$ cat src/rtl/key_schedule_seq.sv
// key_schedule_seq: word-serial AES-128/192/256 key schedule, one round key per valid/ready beat.
// Optional KEY_SCHEDULE_ABORT_EN adds an abort input that discards the current run.
module key_schedule_seq #(
  parameter int BYTE = 8,
  parameter int WORD = 32,
  parameter int SENTENCE = 128,
  parameter int KEY_MAX = 256
) (
  input  logic                clk,
  input  logic                rst_n,
  input  logic                start,
  input  logic [1:0]          key_Size,
  input  logic [KEY_MAX-1:0]  key_In,
  output logic                busy,
  output logic [SENTENCE-1:0] round_Key_Out,
  output logic [3:0]          round_Number_Out,
  output logic                key_Valid,
  input  logic                key_Ready,
`ifdef KEY_SCHEDULE_ABORT_EN
  input  logic                abort,
`endif
  output logic                last
);
  localparam logic [2047:0] SBOX = {
    128'h637c777bf26b6fc53001672bfed7ab76, 128'hca82c97dfa5947f0add4a2af9ca472c0,
    128'hb7fd9326363ff7cc34a5e5f171d83115, 128'h04c723c31896059a071280e2eb27b275,
    128'h09832c1a1b6e5aa0523bd6b329e32f84, 128'h53d100ed20fcb15b6acbbe394a4c58cf,
    128'hd0efaafb434d338545f9027f503c9fa8, 128'h51a3408f929d38f5bcb6da2110fff3d2,
    128'hcd0c13ec5f974417c4a77e3d645d1973, 128'h60814fdc222a908846eeb814de5e0bdb,
    128'he0323a0a4906245cc2d3ac629195e479, 128'he7c8376d8dd54ea96c56f4ea657aae08,
    128'hba78252e1ca6b4c6e8dd741f4bbd8b8a, 128'h703eb5664803f60e613557b986c11d9e,
    128'he1f8981169d98e949b1e87e9ce5528df, 128'h8ca1890dbfe6426841992d0fb054bb16
  };
  function automatic logic [BYTE-1:0] sub_byte(input logic [BYTE-1:0] x);
    return SBOX[{~x, 3'b000} +: BYTE];
  endfunction
  function automatic logic [WORD-1:0] sub_word(input logic [WORD-1:0] x);
    return {sub_byte(x[31:24]), sub_byte(x[23:16]), sub_byte(x[15:8]), sub_byte(x[7:0])};
  endfunction
  typedef enum logic [1:0] {IDLE, GEN, DRAIN} state_t;
  state_t state, state_nx;
  logic [WORD-1:0] win [8];
  logic [WORD-1:0] col [3];
  logic [WORD-1:0] prev, temp, w_new;
  logic [3:0] nk, nr, i_mod, nk_in;
  logic [5:0] i;
  logic [7:0] rcon;
  logic abrt, go, acc, stall, prod, xfer, fin, first;
`ifdef KEY_SCHEDULE_ABORT_EN
  assign abrt = abort;
`else
  assign abrt = 1'b0;
`endif
  assign busy = state != IDLE;
  always_comb begin
    nk_in = key_Size == 2'd0 ? 4'd4 : key_Size == 2'd1 ? 4'd6 : 4'd8;
    go = start && state == IDLE && key_Size != 2'b11 && !abrt;
    acc = key_Valid && key_Ready;
    stall = i[1:0] == 2'd3 && key_Valid && !key_Ready;
    prod = state == GEN && !stall && !abrt;
    xfer = prod && i[1:0] == 2'd3;
    fin = xfer && i == {nr, 2'b11};
    first = i < {2'b00, nk};
    prev = win[0];
    temp = i_mod == 4'd0 ? sub_word({prev[23:0], prev[31:24]}) ^ {rcon, 24'h0}
         : (nk == 4'd8 && i_mod == 4'd4) ? sub_word(prev) : prev;
    // win[nk-1] holds w[i-Nk]; during the key phase it is rotated through unchanged
    w_new = first ? win[3'(nk - 4'd1)] : win[3'(nk - 4'd1)] ^ temp;
    state_nx = abrt ? IDLE : go ? GEN : fin ? DRAIN : (state == DRAIN && acc) ? IDLE : state;
  end
  always_ff @(posedge clk or negedge rst_n)
    if (!rst_n) state <= IDLE;
    else state <= state_nx;
  always_ff @(posedge clk or negedge rst_n) begin
    if (!rst_n) begin
      for (int j = 0; j < 8; j++) win[j] <= '0;
      for (int j = 0; j < 3; j++) col[j] <= '0;
      nk <= '0;
      nr <= '0;
      i <= '0;
      i_mod <= '0;
      rcon <= '0;
      round_Key_Out <= '0;
      round_Number_Out <= '0;
      key_Valid <= 1'b0;
      last <= 1'b0;
    end else begin
      if (go) begin
        nk <= nk_in;
        nr <= nk_in + 4'd6;
        i <= '0;
        i_mod <= '0;
        rcon <= 8'h01;
        for (int j = 0; j < 8; j++) win[j] <= key_In[{3'(j - int'(nk_in)), 5'd0} +: WORD];
      end else if (prod) begin
        for (int j = 7; j > 0; j--) win[j] <= win[j-1];
        win[0] <= w_new;
        i <= i + 6'd1;
        i_mod <= i_mod == nk - 4'd1 ? 4'd0 : i_mod + 4'd1;
        if (!first && i_mod == 4'd0) rcon <= {rcon[6:0], 1'b0} ^ (rcon[7] ? 8'h1b : 8'h00);
        if (i[1:0] != 2'd3) col[i[1:0]] <= w_new;
      end
      if (xfer) begin
        round_Key_Out <= {col[0], col[1], col[2], w_new};
        round_Number_Out <= i[5:2];
        last <= i[5:2] == nr;
        key_Valid <= 1'b1;
      end else if (acc || abrt) key_Valid <= 1'b0;
      if (abrt) last <= 1'b0;
    end
  end
endmodule
$ cat config.mk
export PLATFORM = sky130hd
export DESIGN_NAME = key_schedule_seq
export DESIGN_NICKNAME = d
export VERILOG_FILES = /design/src/rtl/key_schedule_seq.sv
export SDC_FILE = /design/constraint.sdc
export NUM_CORES = 2
export LEC_CHECK = 0
export BUFFER_PORTS_ARGS = -buffer_cell sky130_fd_sc_hd__buf_2
export CELL_PAD_IN_SITES_DETAIL_PLACEMENT = 0
export CELL_PAD_IN_SITES_GLOBAL_PLACEMENT = 2
export CORE_UTILIZATION = 36
export DETAILED_ROUTE_END_ITERATION = 7
export PLACE_DENSITY_LB_ADDON = 0.3
export REMOVE_ABC_BUFFERS = 1
export SLEW_MARGIN = 20
export SYNTH_ARGS = -nofsm -noshare
export SYNTH_HDL_FRONTEND = slang
export SYNTH_SLANG_ARGS = --single-unit
export TNS_END_PERCENT = 1
$ cat constraint.sdc
create_clock -name clk -period 4.7 [get_ports clk]
set_clock_uncertainty 0.05 [all_clocks]
set_input_delay 0.47 -clock clk [delete_from_list [all_inputs] [get_ports clk]]
set_output_delay 0.47 -clock clk [all_outputs]
set_load 0.01 [all_outputs]
==> flow_results.org <==
** Outcome
- The flow ran to the end, and the final reports show no timing, DRC or antenna violations.

** Clock network
- Counting every sink on the clock net gives 512.
- Clock-pin slew was measured on the worst setup and hold paths at 60 ps.
- The H-tree generated during clock tree synthesis spans 3 levels.
- Clock tree synthesis inserted a total of 66 buffers.
- Buffers inserted during post-CTS setup optimization :: 0
- CTS placed an instance of sky130_fd_sc_hd__clkbuf_16 at the clock tree root.
- Worst-Skew Late Latency :: 650 ps
- TritonCTS built the clock tree.
- In this run the deepest clock path goes through 3 buffers.
- The number of gates resized after CTS was 0.

** Global routing
- Pin count of the biggest net entering global routing :: 177
- The first global-routing pass estimated 285900 µm of wire.
- Antenna violations before repair :: 5
- Total track usage :: 0.3236
- Global routing finished with a remaining overflow of 0.
- The via count of the first global-routing pass was 41930.

** Synth
- Post-synth EDFFs :: 0
- A synthesized cell averages 7.917 µm².
- Async SR Flop Fraction :: 1.000
- In the synthesized netlist the dominant register cell turns out to be sky130_fd_sc_hd__dfrtp_1.
- In this run the cell area of the synthesized design comes to 0.04130 mm².
- The share of the Yosys chip area taken by registers is 0.3103.
- Of the total synthesized cell area, the portion taken by AND, OR, NAND and NOR gates is 0.1966.
- Of the total synthesized cell area, the portion taken by XOR and XNOR cells is 0.008908.
- The number of different library cells used by synthesis comes to 99.
- Gate count of the mapped netlist :: 5216
- Yosys reg bits :: 512
- Synthesized-area fraction occupied by ao, oa, aoi and oai cells :: 0.2830
- sky130_fd_sc_hd__dfrtp_1 takes more of the synthesized area than any other cell.
- Among all cell types in the netlist, the one instantiated most often is sky130_fd_sc_hd__nand2_1.
- In the post-synthesis netlist, the biggest area contributors are sky130_fd_sc_hd__dfrtp_1, sky130_fd_sc_hd__nand2_1, sky130_fd_sc_hd__mux2i_1.
- By area, the combinational part of the netlist is dominated by compound AO/OA/AOI/OAI gates.
- Proportion of netlist area held by the largest area contributor :: 0.3103
- The portion of synthesized area spent on multiplexers is 0.1192.
- By count the netlist is led by sky130_fd_sc_hd__nand2_1, sky130_fd_sc_hd__dfrtp_1, sky130_fd_sc_hd__o21ai_0.
- Yosys Warn Count :: 0
- Adder-Cell Fraction of Synth Area :: 0.02000

** Finish
- Proportion of layout cells with a drive suffix above 1 :: 0.1869
- Filler instances :: 11800
- Post-route design area :: 0.04797 mm²
- Summing all flip-flop and latch instances after layout gives 0.01284 mm².
- After the last flow step, the layout net total stands at 5801.
- Fraction of the core area covered by cells at the end of the flow :: 0.4241
- Area overhead of the layout relative to synthesis :: 16.17%
- The multi-input combinational cells in the finished layout cover a total of 0.02600 mm².

** Route
- Routed wire length per instance :: 27.54 µm
- After detailed routing, the met2 layer carries 87840 µm of wire.
- Total Wirelength :: 193400 µm
- The detailed router put a total of 82350 µm of wire on met1.
- The routed layout has 43630 vias.
- Dividing the detail-routed via count by the number of cells gives 6.212.
- Summed over all nets, wire length on met3 after detailed routing comes to 13300 µm.
- Top Metal Used :: met5
- Routed Antenna Nets :: 0
- The first TritonRoute pass finished after 7 iterations.
- After the first detailed-routing iteration, the DRC count stood at 4769.
- Drc violations :: 0

** STA
- Finish-stage setup viols :: 0
- Total count of hold-check failures in the final report :: 0
- Dividing the final minimum period by the clock period gives 0.9647.
- Worst relative slew slack :: 0.2255
- Final period demand of the worst path :: 4534 ps
- Final max-slew violation count :: 0
- Slew @ Worst Pin :: 1133 ps
- Setup repair after global routing left no endpoint under its margin.
- For this run, the top clock speed supported by timing is 0.2206 GHz.

** Worst setup path
- STA puts the critical path data required time at 5120 ps.
- Worst endpoint data arrival time :: 4950 ps
- Depth of the most critical reg-to-reg path :: 14
- The worst setup path is launched from a flop.
- Of all nets on the critical path, the largest fanout is 13.
- Critical path class :: reg2reg
- Critical R2R Launch :: prev[1]$_DFFE_PN0P_
- Category of the worst setup path capture point :: flop
- In this run the worst setup path begins at prev[1]$_DFFE_PN0P_.

** Die
- I/O pin total :: 397
- The die covers 0.1161 mm².
- Vertical extent of the die :: 340.7 µm
- Overall die width :: 340.7 µm
- The core region is 0.1131 mm².
- Starting Density :: 0.3651
- The initialized floorplan defines 123 standard-cell rows.

** Power and ir drop
- Leak :: 20.87 nW
- VDD sags by at most 0.0005155 V.
- In this run the power density over the cells is 942.5 mW/mm².

** Min path
- Classification of the worst-slack hold path :: in2reg
- The worst hold path begins at key_In[37].
- Counting instances, the worst hold path has a depth of 2.

** Placed design
- After detailed placement, the total cell area comes to 0.04579 mm².
- Port buffering added 396 buffers.
- At the end of routability-driven placement, the weighted congestion stood at 1.009.
- Summed over all nets, the half-perimeter wirelength after detailed placement is 139500 µm.

** Run
- Max Cap Viol :: 0
[area by class of cell]
cell class,count,area share
inverter,51,0.003991
timing repair buffer,737,0.1021
multi-input combinational,4105,0.5419
clock inverter,24,0.005947
clock buffer,93,0.03928
sequential,512,0.2676
tap,1500,0.03912
antenna,1,0.00005216
[report_power, final]
part	total, mW	switching, mW	leakage [nW]	internal [mW]
Sequential	8.47	1.83	6.36	6.63
Combinational	31.5	20.2	13.4	11.3
Clock	5.20	2.17	1.06	3.04
[worst max-delay path, cell delays in order (launching register included)]
cell,delay (ps)
sky130_fd_sc_hd__dfrtp_1,410
sky130_fd_sc_hd__clkinv_1,110
sky130_fd_sc_hd__ha_1,430
sky130_fd_sc_hd__buf_4,250
sky130_fd_sc_hd__or2_2,320
sky130_fd_sc_hd__a31oi_1,220
sky130_fd_sc_hd__o22ai_1,130
sky130_fd_sc_hd__a2111oi_0,1030
sky130_fd_sc_hd__buf_4,250
sky130_fd_sc_hd__a2111oi_0,70
sky130_fd_sc_hd__a21oi_1,260
sky130_fd_sc_hd__mux2_2,370
sky130_fd_sc_hd__o221ai_1,170
sky130_fd_sc_hd__buf_4,180
sky130_fd_sc_hd__o21ai_0,100
[flip-flops by register name, indices dropped and copies added, names as in the netlist, 4 cells and up]
name	cells
col	96
prev	32
i_mod	4
i	6
round_Number_Out	4
round_Key_Out	128
win	224
rcon	8
[cells by family (layout without fill, tap and decap cells)]
group,Yosys count,count (layout)
and+or+nand+nor,1829,1829
AOI/OAI and AO/OA,1773,1773
buffers and inverters,599,905
DFF,512,512
muxes,395,395
adders and majority gates,66,66
xor gates and xnor gates,42,42
other,0,1
[metal layers]
metal	vias up	track usage
met2	1989	0.5114
met3	445	0.04824
met5	-	0
li1	19720	-
met1	21480	0.4356
met4	4	0.1484
[placed cells by master, fill, tap and decap left out, types with 30 or more instances in the layout]
master                      instances
sky130_fd_sc_hd__o21ai_0          495
sky130_fd_sc_hd__a311oi_1          35
sky130_fd_sc_hd__clkbuf_16         67
sky130_fd_sc_hd__mux2i_1          297
sky130_fd_sc_hd__buf_4            314
sky130_fd_sc_hd__a22oi_1          176
sky130_fd_sc_hd__dfrtp_1          497
sky130_fd_sc_hd__nor3_1            78
sky130_fd_sc_hd__a31oi_1          144
sky130_fd_sc_hd__a211oi_1         134
sky130_fd_sc_hd__o221ai_1          30
sky130_fd_sc_hd__a221oi_1          32
sky130_fd_sc_hd__mux4_2            75
sky130_fd_sc_hd__nor2_1           393
sky130_fd_sc_hd__buf_2            393
sky130_fd_sc_hd__o211ai_1          51
sky130_fd_sc_hd__nand3_1           83
sky130_fd_sc_hd__a21oi_1          291
sky130_fd_sc_hd__nand2b_1          96
sky130_fd_sc_hd__o31ai_1           31
sky130_fd_sc_hd__o311ai_0          33
sky130_fd_sc_hd__o21ai_1           30
sky130_fd_sc_hd__inv_1             40
sky130_fd_sc_hd__nand2_1          893
sky130_fd_sc_hd__nor2b_1           82
sky130_fd_sc_hd__ha_1              65
[stage by stage]
stage          total power [mW]  setup TNS [ps]  instances  hold slack (ps)  worst slack, ps
2_1_floorplan             25.56        -4599690       4668            124.4           -16250
3_3_place_gp              39.56               0       6904            394.6            445.2
3_5_place_dp              39.34               0       6904            399.9            462.6
4_1_cts                   44.71               0       7022            5.460            399.4
5_1_grt                   47.56               0       7023            33.05            207.2
6_report                  45.21               0       7023            39.85            166.0
[worst paths after layout]
| path | endpoint | slack (ps) |
|---|---|---|
| max | col[71]$_DFFE_PN0P_ | 170 |
| min | win[69]$_DFFE_PN0P_ | 40 |
| max reg2reg | col[71]$_DFFE_PN0P_ | 170 |
| min reg2reg | round_Key_Out[116]$_DFFE_PN0P_ | 410 |
| max in group asynchronous | prev[10]$_DFFE_PN0P_ | 2990 |
| min in group asynchronous | win[57]$_DFFE_PN0P_ | 440 |
[repair_timing]
item,in CTS,in global routing
hold endpoints to repair,95,0
hold buffers,1,0
setup endpoints to repair,0,0
No activity file was read; power rests on OpenSTA's default activity.
